### src/rtl/pipe_pkg.sv
// Shared types for CoreCpu ready/valid pipeline stages: bubble encoding, stage
// occupancy states and the default-width stage bundle.
package pipe_pkg;

  localparam int unsigned DefDataW = 32;
  localparam int unsigned DefRdW   = 5;
  localparam int unsigned DefCtrlW = 4;

  // Control value of a bubble: no architectural side effect.
  localparam int unsigned BubbleCtrl = 0;

  typedef enum logic [1:0] {
    StEmpty = 2'd0,
    StOne   = 2'd1,
    StFull  = 2'd2
  } stage_state_t;

  // Default-width view of a stage bundle. Stages with other widths declare
  // the same field layout locally from their own parameters.
  typedef struct packed {
    logic [DefDataW-1:0] addr;
    logic [DefDataW-1:0] data;
    logic [DefRdW-1:0]   rd;
    logic [DefCtrlW-1:0] ctrl;
  } stage_bundle_t;

endpackage

### src/rtl/sat_counter.sv
// Saturating up-counter with synchronous clear; clear wins over increment.
module sat_counter #(
  parameter int unsigned W = 16
) (
  input  logic         clk,
  input  logic         inc,
  input  logic         clr,
  output logic [W-1:0] count
);

  logic [W-1:0] count_q, count_d;

  always_comb begin
    count_d = count_q;
    if (clr) begin
      count_d = '0;
    end else if (inc && (count_q != {W{1'b1}})) begin
      count_d = count_q + W'(1);
    end
  end

  always_ff @(posedge clk) begin
    count_q <= count_d;
  end

  assign count = count_q;

endmodule

### src/rtl/pipe_stage_hs.sv
// Ready/valid pipeline-stage register with optional skid entry, synchronous
// flush, bubble masking of out_ctrl and a saturating backpressure counter.
module pipe_stage_hs
  import pipe_pkg::*;
#(
  parameter int unsigned DATA_W = 32,
  parameter int unsigned RD_W   = 5,
  parameter int unsigned CTRL_W = 4,
  parameter int unsigned SKID   = 1,
  parameter int unsigned CNT_W  = 16
) (
  input  logic              clk,
  input  logic              rst,
  input  logic              flush,
  input  logic              in_valid,
  output logic              in_ready,
  input  logic [DATA_W-1:0] in_addr,
  input  logic [DATA_W-1:0] in_data,
  input  logic [RD_W-1:0]   in_rd,
  input  logic [CTRL_W-1:0] in_ctrl,
  output logic              out_valid,
  input  logic              out_ready,
  output logic [DATA_W-1:0] out_addr,
  output logic [DATA_W-1:0] out_data,
  output logic [RD_W-1:0]   out_rd,
  output logic [CTRL_W-1:0] out_ctrl,
  output logic [CNT_W-1:0]  bp_cycles
);

  typedef struct packed {
    logic [DATA_W-1:0] addr;
    logic [DATA_W-1:0] data;
    logic [RD_W-1:0]   rd;
    logic [CTRL_W-1:0] ctrl;
  } bundle_t;

  stage_state_t state_q, state_d;
  bundle_t      main_q, main_d;
  bundle_t      skid_q;
  bundle_t      in_bundle;
  logic         load_skid;
  logic         in_xfer, out_xfer;
  logic         bp_inc;

  assign in_bundle = '{addr: in_addr, data: in_data, rd: in_rd, ctrl: in_ctrl};
  assign in_xfer   = in_valid && in_ready;
  assign out_xfer  = out_valid && out_ready;

  always_ff @(posedge clk) begin
    if (rst) begin
      state_q <= StEmpty;
    end else begin
      state_q <= state_d;
    end
  end

  // Payload clears on reset only so outputs read as zero afterwards.
  always_ff @(posedge clk) begin
    if (rst) begin
      main_q <= '0;
    end else begin
      main_q <= main_d;
    end
  end

  always_comb begin
    state_d   = state_q;
    main_d    = main_q;
    load_skid = 1'b0;
    unique case (state_q)
      StEmpty: begin
        if (in_xfer) begin
          state_d = StOne;
          main_d  = in_bundle;
        end
      end
      StOne: begin
        if (in_xfer && out_xfer) begin
          main_d = in_bundle;
        end else if (in_xfer) begin
          state_d   = StFull;
          load_skid = 1'b1;
        end else if (out_xfer) begin
          state_d = StEmpty;
        end
      end
      StFull: begin
        if (out_xfer) begin
          state_d = StOne;
          main_d  = skid_q;
        end
      end
      default: state_d = StEmpty;
    endcase
    // Only the valid state matters on flush; stale payload is masked.
    if (flush) begin
      state_d = StEmpty;
    end
  end

  always_comb begin
    out_valid = (state_q != StEmpty);
    out_addr  = main_q.addr;
    out_data  = main_q.data;
    out_rd    = main_q.rd;
    out_ctrl  = out_valid ? main_q.ctrl : CTRL_W'(BubbleCtrl);
  end

  if (SKID != 0) begin : gen_skid
    bundle_t skid_d;

    always_comb begin
      skid_d = skid_q;
      if (load_skid) begin
        skid_d = in_bundle;
      end
    end

    always_ff @(posedge clk) begin
      skid_q <= skid_d;
    end

    // Registered ready: no combinational path from out_ready.
    assign in_ready = (state_q != StFull);
  end else begin : gen_no_skid
    logic unused_load_skid;

    assign skid_q           = '0;
    assign unused_load_skid = load_skid;
    assign in_ready         = (state_q == StEmpty) || out_ready;
  end

  assign bp_inc = out_valid && !out_ready;

  sat_counter #(
    .W(CNT_W)
  ) u_bp_counter (
    .clk  (clk),
    .inc  (bp_inc),
    .clr  (rst),
    .count(bp_cycles)
  );

endmodule

### config.mk
export PLATFORM = sky130hd
export DESIGN_NAME = pipe_stage_hs
export DESIGN_NICKNAME = d
export VERILOG_FILES = /design/src/rtl/pipe_pkg.sv /design/src/rtl/sat_counter.sv /design/src/rtl/pipe_stage_hs.sv
export SDC_FILE = /design/constraint.sdc
export NUM_CORES = 1
export LEC_CHECK = 0
export CORE_MARGIN = 2
export CORE_UTILIZATION = 48
export DETAILED_ROUTE_END_ITERATION = 10
export GPL_ROUTABILITY_DRIVEN = 0
export GPL_TIMING_DRIVEN = 0
export PLACE_DENSITY_LB_ADDON = 0.15
export SLEW_MARGIN = 25
export SYNTH_ARGS = -nofsm -noshare
export SYNTH_HDL_FRONTEND = slang
export SYNTH_SLANG_ARGS = --single-unit
### constraint.sdc
create_clock -name clk -period 23.6 [get_ports clk]
set_clock_uncertainty 0.05 [all_clocks]
set_input_delay 2.36 -clock clk [delete_from_list [all_inputs] [get_ports clk]]
set_output_delay 2.36 -clock clk [all_outputs]
set_load 0.005 [all_outputs]
## Yosys cells after proc, flatten, opt, wreduce, memory -nomap -nowiden

Cells that the tools add are included.

- Add/sub/neg operators: 1
- Eq/ne operators: 9
- Mux-type cells: 14
- Reduce and logical (&&, ||, !) cells: 12

Operators by type and width:

| cell | number |
|---|---|
| $mux 73 | 3 |
| $pmux 73 s3 | 1 |
| $add 16x1->16 const B | 1 |
| $ne 16x16->1 const B | 1 |
| $mux 2 | 5 |
| $ne 2x2->1 const B | 5 |
| $reduce_and 4->1 | 2 |
| $pmux 2 s3 | 1 |
| $logic_and 1x1->1 | 5 |
| $mux 4 | 1 |
| $mux 1 | 3 |
| $ne 3x3->1 const B | 1 |
| $reduce_bool 3->1 | 1 |
| $eq 2x1->1 const B | 1 |
| $eq 2x2->1 const B | 1 |
| $logic_not 2->1 | 1 |
| $reduce_bool 2->1 | 1 |
| $reduce_or 2->1 | 1 |
| $logic_not 1->1 | 1 |

- Register bits after elaboration: 164
- Bits of input ports: 78
- Output and inout bits: 91
- Word-level logic and storage cells: 46

## Longest topological paths before layout

Gate-level depths: netlist (run 1).

- Word-level depth: 6
- Depth in mapped cells: 7
- Mapped depth without buffers: 5

## Cells and area by module

A second synthesis (run 1) with hierarchy kept.

- Cell total of the unflattened synthesis: 688
- Area, all modules: 7322.0 sq um

Modules (own cells, without submodules):

| module | times used | cells an instance | area an instance (sq um) | seq. area each (sq um) |
|---|---|---|---|---|
| pipe_stage_hs | 1 | 589 | 6473.7 | 3693.5 |
| sat_counter | 1 | 99 | 848.3 | 320.3 |

## Worst setup path before layout (run 1)

OpenSTA, ideal clock, no wires.

- Kind: input to register
- Start point: input port out_ready
- End point: register skid_q[0] (netlist name) (enable)
- Setup time: 0.691 ns
- Data arrival time: 9.454 ns
- Required time: 22.859 ns
- Path slack: 13.405 ns
- Stages: 1
- Buffers on the path: 0
- Path through: nor4bb_1

- Longest elaborated chain between the ends: 4

Ends and longest elaborated chain:

| what | RTL line | source |
|---|---|---|
| from (decl) | pipe_stage_hs.sv:22 | `input logic out_ready,` |
| $logic_and 1x1->1 | pipe_stage_hs.sv:47 | `assign out_xfer = out_valid && out_ready;` |
| $logic_and 1x1->1 | pipe_stage_hs.sv:78 | `if (in_xfer && out_xfer) begin` |
| $mux 1 | pipe_stage_hs.sv:78 |  |
| $mux 1 | pipe_stage_hs.sv:70 | `unique case (state_q)` |
| to (signal assigned) | pipe_stage_hs.sv:120 | `skid_q <= skid_d;` |
| to (decl) | pipe_stage_hs.sv:39 | `bundle_t skid_q;` |

Every way passes these cells.
A chain may end at the register's enable or synchronous reset.

## Worst setup path in the final report (run 1)

- Start point: register state_q[1]
- End point: output port in_ready

- Longest elaborated chain between the ends: 1

Ends and longest elaborated chain:

| what | RTL line | source |
|---|---|---|
| from (decl) | pipe_stage_hs.sv:37 | `stage_state_t state_q, state_d;` |
| from (signal assigned) | pipe_stage_hs.sv:51 | `state_q <= StEmpty;` |
| from (signal assigned) | pipe_stage_hs.sv:53 | `state_q <= state_d;` |
| $ne 2x2->1 | pipe_stage_hs.sv:124 | `assign in_ready = (state_q != StFull);` |
| to (decl) | pipe_stage_hs.sv:16 | `output logic in_ready,` |

Every way passes these cells.

==> metrics.md, run 1 <==
| Metric | Value |
|---|---|
| Run status | `finished clean` |
| # rows | `43` |
| Non-filler instance count after layout | `1,054` |
| Final period util | `0.191` |
| Main synth FF type | `dfxtp_1` |
| Fin. max-slew vios | `0` |
| Remaining antenna violation count | `0` |
| Initial antenna violation count | `0` |
| Share of flip-flops with an asynchronous set or reset | `0` |
| Worst skew pair latency | `0.42 ns` |
| Layout cells sized above 1 | `0.159` |
| Max Cap Viol | `0` |
| RSZ-0062 raised after global routing | `no` |
| Vias in the first global route | `5,513` |
| Final setup fails | `0` |
| IO Pins | `169` |
| Die area | `15,200 µm²` |
| Root buffer cell | `clkbuf_16` |
| Kind of end point of the critical path | `output port` |
| Pre-Repair DR Iteration Count | `5` |
| Postcts setup bufs | `0` |
| Post-CTS sizing | `0` |
| CTS tree | `done` |
| Routed wire per std cell | `roughly 16 µm` |
| Peak supply drop | `between 0.00004 and 0.00005 V` |
| Yosys warns | `0` |
| TNS Setup | `0 ns` |
| Synth Instances | `668` |
| Crit-path max FO | `10` |
| Inserted Clock Buffers | `17` |
| Leak pwr | `0.00358 µW` |
| # diodes | `0` |
| HP Class | `flop to flop` |
| Layout Nets | `between 900 and 1k` |
| Global Route Usage Sum | `0.232` |
| Initial DRC Count | `464` |
| Routed WL | `17,300 µm` |
| Hold_buf cts | `0` |
| Post-synth EDFFs | `between 70 and 80` |
| Minimum clock period | `4.52 ns` |
| Tot Pwr | `690 µW` |
| Fin. Hold Viols | `0` |
| Worst-path clk slew | `approximately 0.060 ns` |
| Synth Net Count | `approximately 750` |
| Commonest non-fill, non-tap cell in the layout | `clkdlybuf4s50_1` |
| Vias/cell | `5.39` |
| Relative slew slack | `0.498` |
| DPL Wire Length | `12,300 µm` |
| Post-synth top area share | `0.322` |
| Synth Register Bits | `164` |
| Buffers from clock root to sink, at most | `2` |
| Worst EP required | `21.19 ns` |
| Die W | `123 µm` |
| Distinct cells, synth | `38` |
| Post-Place Cells | `1,022` |
| DR DRC count | `0` |
| Clock Sinks | `164` |
| GR Overflow Total | `0` |
| P&R area growth vs syn | `38.0%` |
| Synth area leaders | `edfxtp_1, dfxtp_1, a311oi_1` |
| Seq/Total Area, Yosys | `0.589` |
| Worst-margin pin slew | `0.752 ns` |
| Core ar. | `between 10,000 and 15,000 µm²` |
| Die height | `123 µm` |
| Worst Path Arrival | `2.11 ns` |
| Crit start category | `flop` |
| Largest net degree at the start of global routing | `17` |
| First-pass GRT wire length | `27,200 µm` |
| Initial core utilization | `0.491` |
| Post-synth top area cell | `edfxtp_1` |
| Mapped Avg Cell Area | `about 10 µm²` |
| # H-tree levels | `4` |
| Via count | `5,680` |
| Port bufs | `167` |
| Max frequency | `221 MHz` |
| Setup CP Type | `flop to output port` |
| PwrDens | `73.4 nW/µm²` |
| Mapped Area | `about 7000 µm²` |
| Most frequent cells in the layout | `clkdlybuf4s50_1, nand2_1, dfxtp_1` |
synth_stat cells, types with 7 or more instances:
cell type  instances
nor2_1            78
dfxtp_1           91
edfxtp_1          73
nand4_1            7
buf_4             73
buf_2             24
nand2_1          151
o31ai_1           10
clkbuf_1          17
or4_1              9
a311oi_1          73
a21oi_1           15
flip-flops by register name (all words and copies together) (netlist names):
register            count
out_data               32
u_bp_counter.count     16
state_q                 2
out_addr               32
skid_q                 73
main_q                  4
out_rd                  5
per-stage QoR:
stage / cell area [µm²] / setup slack (ns) / hold WS [ns] / util
after floorplan: 6820 / 13.41 / 0.422 / -
after global placement: 8710 / 8.85 / 0.434 / 0.628
after detailed placement: 8790 / 19.04 / 0.445 / 0.633
after CTS: 9410 / 19.05 / 0.453 / 0.678
after global routing: 9410 / 18.96 / 0.470 / 0.678
final: 9410 / 19.08 / 0.450 / 0.678
worst max-delay path: stages, from the launching register on:
cell and delay [ns]:
dfxtp_1 0.29, buf_2 0.17, nor2b_1 0.16, inv_2 0.07
clkbuf_1 0.39, clkdlybuf4s50_1 0.60
cells by family (layout without fill, tap and decap cells):
kind of cell / count (synthesis) / after routing / share of synthesized area
compound gates: 109 / 109 / 0.126
fa+ha+maj: 1 / 1 / 0.00183
buf+inv: 118 / 324 / 0.110
flops: 164 / 164 / 0.589
mux: 2 / 2 / 0.00294
simple gates: 274 / 274 / 0.171
cell type report:
type                    instances  area, µm²
well taps                     180        225
repair buffers                174       1740
plain buffers                 115        736
inverters                       3       11.3
fillers                      1122       4470
flip-flops and latches        164       4010
clock inverters                14        186
clock buffers                  18        429
multi-input cells             386       2070
power breakdown:
group / leakage (µW) / total, µW / internal (µW) / switching, µW
Clock: 0.000303 / 286 / 176 / 109
Sequential: 0.00141 / 317 / 310 / 7.08
Combinational: 0.00187 / 87.1 / 52.9 / 34.2
Total: 0.00358 / 690 / 539 / 151
path summary, 6_finish.rpt:
| path | startpoint | to | slack [ns] | cells after the start |
|---|---|---|---|---|
| setup / recovery | state_q[1] | in_ready | 19.08 | 5 |
| hold / removal | out_addr[27] | out_addr[27] | 0.45 | 2 |
| setup reg to reg | state_q[1] | skid_q[69] | 21.59 | 4 |
| hold reg to reg | out_addr[27] | out_addr[27] | 0.45 | 2 |
layer usage:
| layer | up-vias | GRT usage | share of wire |
|---|---|---|---|
| met5 | - | 0 | 0 |
| met4 | 0 | 0.0739 | 0.011 |
| met3 | 15 | 0.0696 | 0.071 |
| met2 | 199 | 0.386 | 0.49 |
| met1 | 2747 | 0.291 | 0.42 |
| li1 | 2719 | - | - |
Note: power is estimated with default switching activity, not from simulation.
==> inputs of run 2 (changes only) <==
--- a/config.mk
+++ b/config.mk
@@ -6,7 +6,7 @@
 export NUM_CORES = 1
 export LEC_CHECK = 0
 export CORE_MARGIN = 2
-export CORE_UTILIZATION = 48
+export CORE_UTILIZATION = 45
 export DETAILED_ROUTE_END_ITERATION = 10
 export GPL_ROUTABILITY_DRIVEN = 0
 export GPL_TIMING_DRIVEN = 0
==> constraint.sdc (replaced) <==
create_clock -name clk -period 3.85 [get_ports clk]
set_clock_uncertainty 0.05 [all_clocks]
set_input_delay 0.385 -clock clk [delete_from_list [all_inputs] [get_ports clk]]
set_output_delay 0.385 -clock clk [all_outputs]
set_load 0.005 [all_outputs]
==> run 2 against run 1 <==
  * Final area grew 0.69%
  * Worst setup slack worse by 18 ns
  * Via count rose by 0.67%
  * Sequential share of layout area is 0.29 points lower
  * Total power grew to 6.3 times the previous value
  * Non-clock buffer count is 1 higher
  * Highest routed layer unchanged
  * Worst hold slack worse by 0.0029 ns
==> metrics.md, run 2 (synthesis gave the netlist of run 1 again) <==
| Metric | Value |
|---|---|
| Non-filler instance count after layout | `1,059 (was 1,054)` |
| Largest net degree at the start of global routing | `17 (unchanged)` |
| Post-CTS sizing | `0 (unchanged)` |
| Vias in the first global route | `5,542 (was 5,513)` |
| Routed wire per std cell | `16.4 µm (about the same)` |
| Worst skew pair latency | `0.42 ns (about the same)` |
| Layout Nets | `941 (was 940)` |
| Met2 wire length | `8410 µm (was 8560 µm)` |
| Global Route Usage Sum | `0.217 (was 0.232)` |
| Routed WL | `17,400 µm (was 17,300 µm)` |
| Fraction of power consumed by sequential logic | `0.450 (was 0.460)` |
| HP Class | `flop to flop (unchanged)` |
| Inserted Clock Buffers | `17 (unchanged)` |
| Setup CP Type | `flop to output port (unchanged)` |
| Max frequency | `391 MHz` |
| Hold_buf cts | `0 (unchanged)` |
| P&R area growth vs syn | `39.0% (was 38.0%)` |
| CTS tree | `done (unchanged)` |
| Worst Path Arrival | `2.12 ns (was 2.11 ns)` |
| Register area | `4010 µm² (unchanged)` |
| Kind of end point of the critical path | `output port (unchanged)` |
| Relative slew slack | `0.557 (was 0.498)` |
| Initial antenna violation count | `0 (unchanged)` |
| M1 wire length | `7440 µm (was 7320 µm)` |
| Initial DRC Count | `400 (was 464)` |
| Core ar. | `14,600 µm² (was 13,900 µm²)` |
| First-pass GRT wire length | `27,800 µm (was 27,200 µm)` |
| Final core occ | `0.647 (was 0.678)` |
| Fin. Hold Viols | `0 (unchanged)` |
| Vias/cell | `5.40 (was 5.39)` |
| Crit start category | `flop (unchanged)` |
| Comb pwr share | `0.124 (was 0.126)` |
| Initial core utilization | `0.466 (was 0.491)` |
| Worst-margin pin slew | `0.664 ns (was 0.752 ns)` |
| Clock Sinks | `164 (unchanged)` |
| Root buffer cell | `clkbuf_16 (unchanged)` |
| PwrDens | `456 nW/µm² (was 73.4 nW/µm²)` |
| Layout cells sized above 1 | `0.161 (was 0.159)` |
| Tot Pwr | `4320 µW (was 690 µW)` |
| Buffers from clock root to sink, at most | `2 (unchanged)` |
| RSZ-0062 raised after global routing | `no (unchanged)` |
| Leak pwr | `0.00361 µW (was 0.00358 µW)` |
| Crit-path max FO | `10 (unchanged)` |
| Area of the multi-input gates | `2070 µm² (unchanged)` |
| DPL Wire Length | `12,200 µm (was 12,300 µm)` |
| Metal3 WL | `1320 µm (was 1230 µm)` |
| Minimum clock period | `2.56 ns` |
| Top sig layer | `met4 (unchanged)` |
| Die W | `127 µm (was 123 µm)` |
| Die height | `127 µm (was 123 µm)` |
| Commonest non-fill, non-tap cell in the layout | `clkdlybuf4s50_1 (unchanged)` |
| Final period util | `0.665` |
| Most frequent cells in the layout | `clkdlybuf4s50_1, nand2_1, dfxtp_1 (unchanged)` |
| IO Pins | `169 (unchanged)` |
| Peak supply drop | `0.000301 V (was 0.0000468 V)` |
| Share of total power in the clock network | `0.427 (was 0.414)` |
| # H-tree levels | `4 (unchanged)` |
| Final setup fails | `0 (unchanged)` |
| Fillcell total | `1,193 (was 1,122)` |
| Postcts setup bufs | `0 (unchanged)` |
| Int Power | `3410 µW (was 539 µW)` |
| Pre-Repair DR Iteration Count | `5 (unchanged)` |
| Port bufs | `167 (unchanged)` |
| Fin. max-slew vios | `0 (unchanged)` |
| P_sw | `911 µW (was 151 µW)` |
| Worst-path clk slew | `0.06 ns (about the same)` |
| Max reg flops | `73 (unchanged)` |
| Post-Place Cells | `1,027 (was 1,022)` |
| Max Cap Viol | `0 (unchanged)` |
| # rows | `44 (was 43)` |
| Sw Share | `0.211 (was 0.218)` |
| Worst EP required | `3.41 ns (was 21.19 ns)` |
| Run status | `finished clean (unchanged)` |
| # diodes | `0 (unchanged)` |
| Remaining antenna violation count | `0 (unchanged)` |
| Via count | `5,718 (was 5,680)` |
| GR Overflow Total | `0 (unchanged)` |
| Largest Register | `skid_q (unchanged)` |
| DR DRC count | `0 (unchanged)` |
| Die area | `16,200 µm² (was 15,200 µm²)` |
run 2: cell count changes in the layout (fill, tap and decap cells not counted):
| cell | delta |
|---|---|
| clkbuf_1 | +1 |
| clkinv_4 | -4 |
| clkbuf_16 | +2 |
| bufinv_16 | -1 |
| clkbuf_8 | +5 |
| clkinv_2 | -1 |
| buf_4 | -1 |
| buf_6 | +2 |
| clkinv_1 | -2 |
run 2: area by class of cell:
class,instances,area share
repair buffers,175,0.185
plain buffers,115,0.0777
clock inverters,6,0.0115
multi-input cells,386,0.219
flip-flops and latches,164,0.424
inverters,3,0.00119
well taps,184,0.0243
clock buffers,26,0.0582
run 2: power by group through the flow:
stage	registers, µW	clock network [µW]	logic, µW
floorplan	1970	0	255
global placement	1980	0	522
detailed placement	1980	0	535
CTS	1940	1870	539
global route	1950	1950	580
finish	1940	1840	535
run 2: worst paths after layout:
kind,from,endpoint,slack (ns),cells after the start
setup / recovery,state_q[1],in_ready,1.29,5
hold / removal,main_q[2],main_q[2],0.45,2
setup reg to reg,u_bp_counter.count[0],u_bp_counter.count[2],1.95,6
hold reg to reg,main_q[2],main_q[2],0.45,2
run 2: critical path, stage by stage (launching register included):
cell	delay, ns
dfxtp_1	0.29
buf_2	0.16
nor2b_1	0.16
inv_2	0.07
clkbuf_1	0.41
clkdlybuf4s50_1	0.61
run 2: routing by layer:
metal / global-route usage / vias to the layer above
met5: 0 / -
met2: 0.358 / 247
met4: 0.0588 / 0
met1: 0.286 / 2743
met3: 0.0578 / 14
li1: - / 2714
run 2: stage by stage:
| step | instance area, µm² | setup slack, ns | hold slack [ns] | setup TNS (ns) |
|---|---|---|---|---|
| floorplan | 6830 | 0.436 | 0.412 | 0 |
| global placement | 8730 | -1.41 | 0.436 | -104.07 |
| detailed placement | 8810 | 1.39 | 0.440 | 0 |
| CTS | 9470 | 1.28 | 0.448 | 0 |
| global route | 9470 | 1.16 | 0.469 | 0 |
| finish | 9470 | 1.29 | 0.447 | 0 |
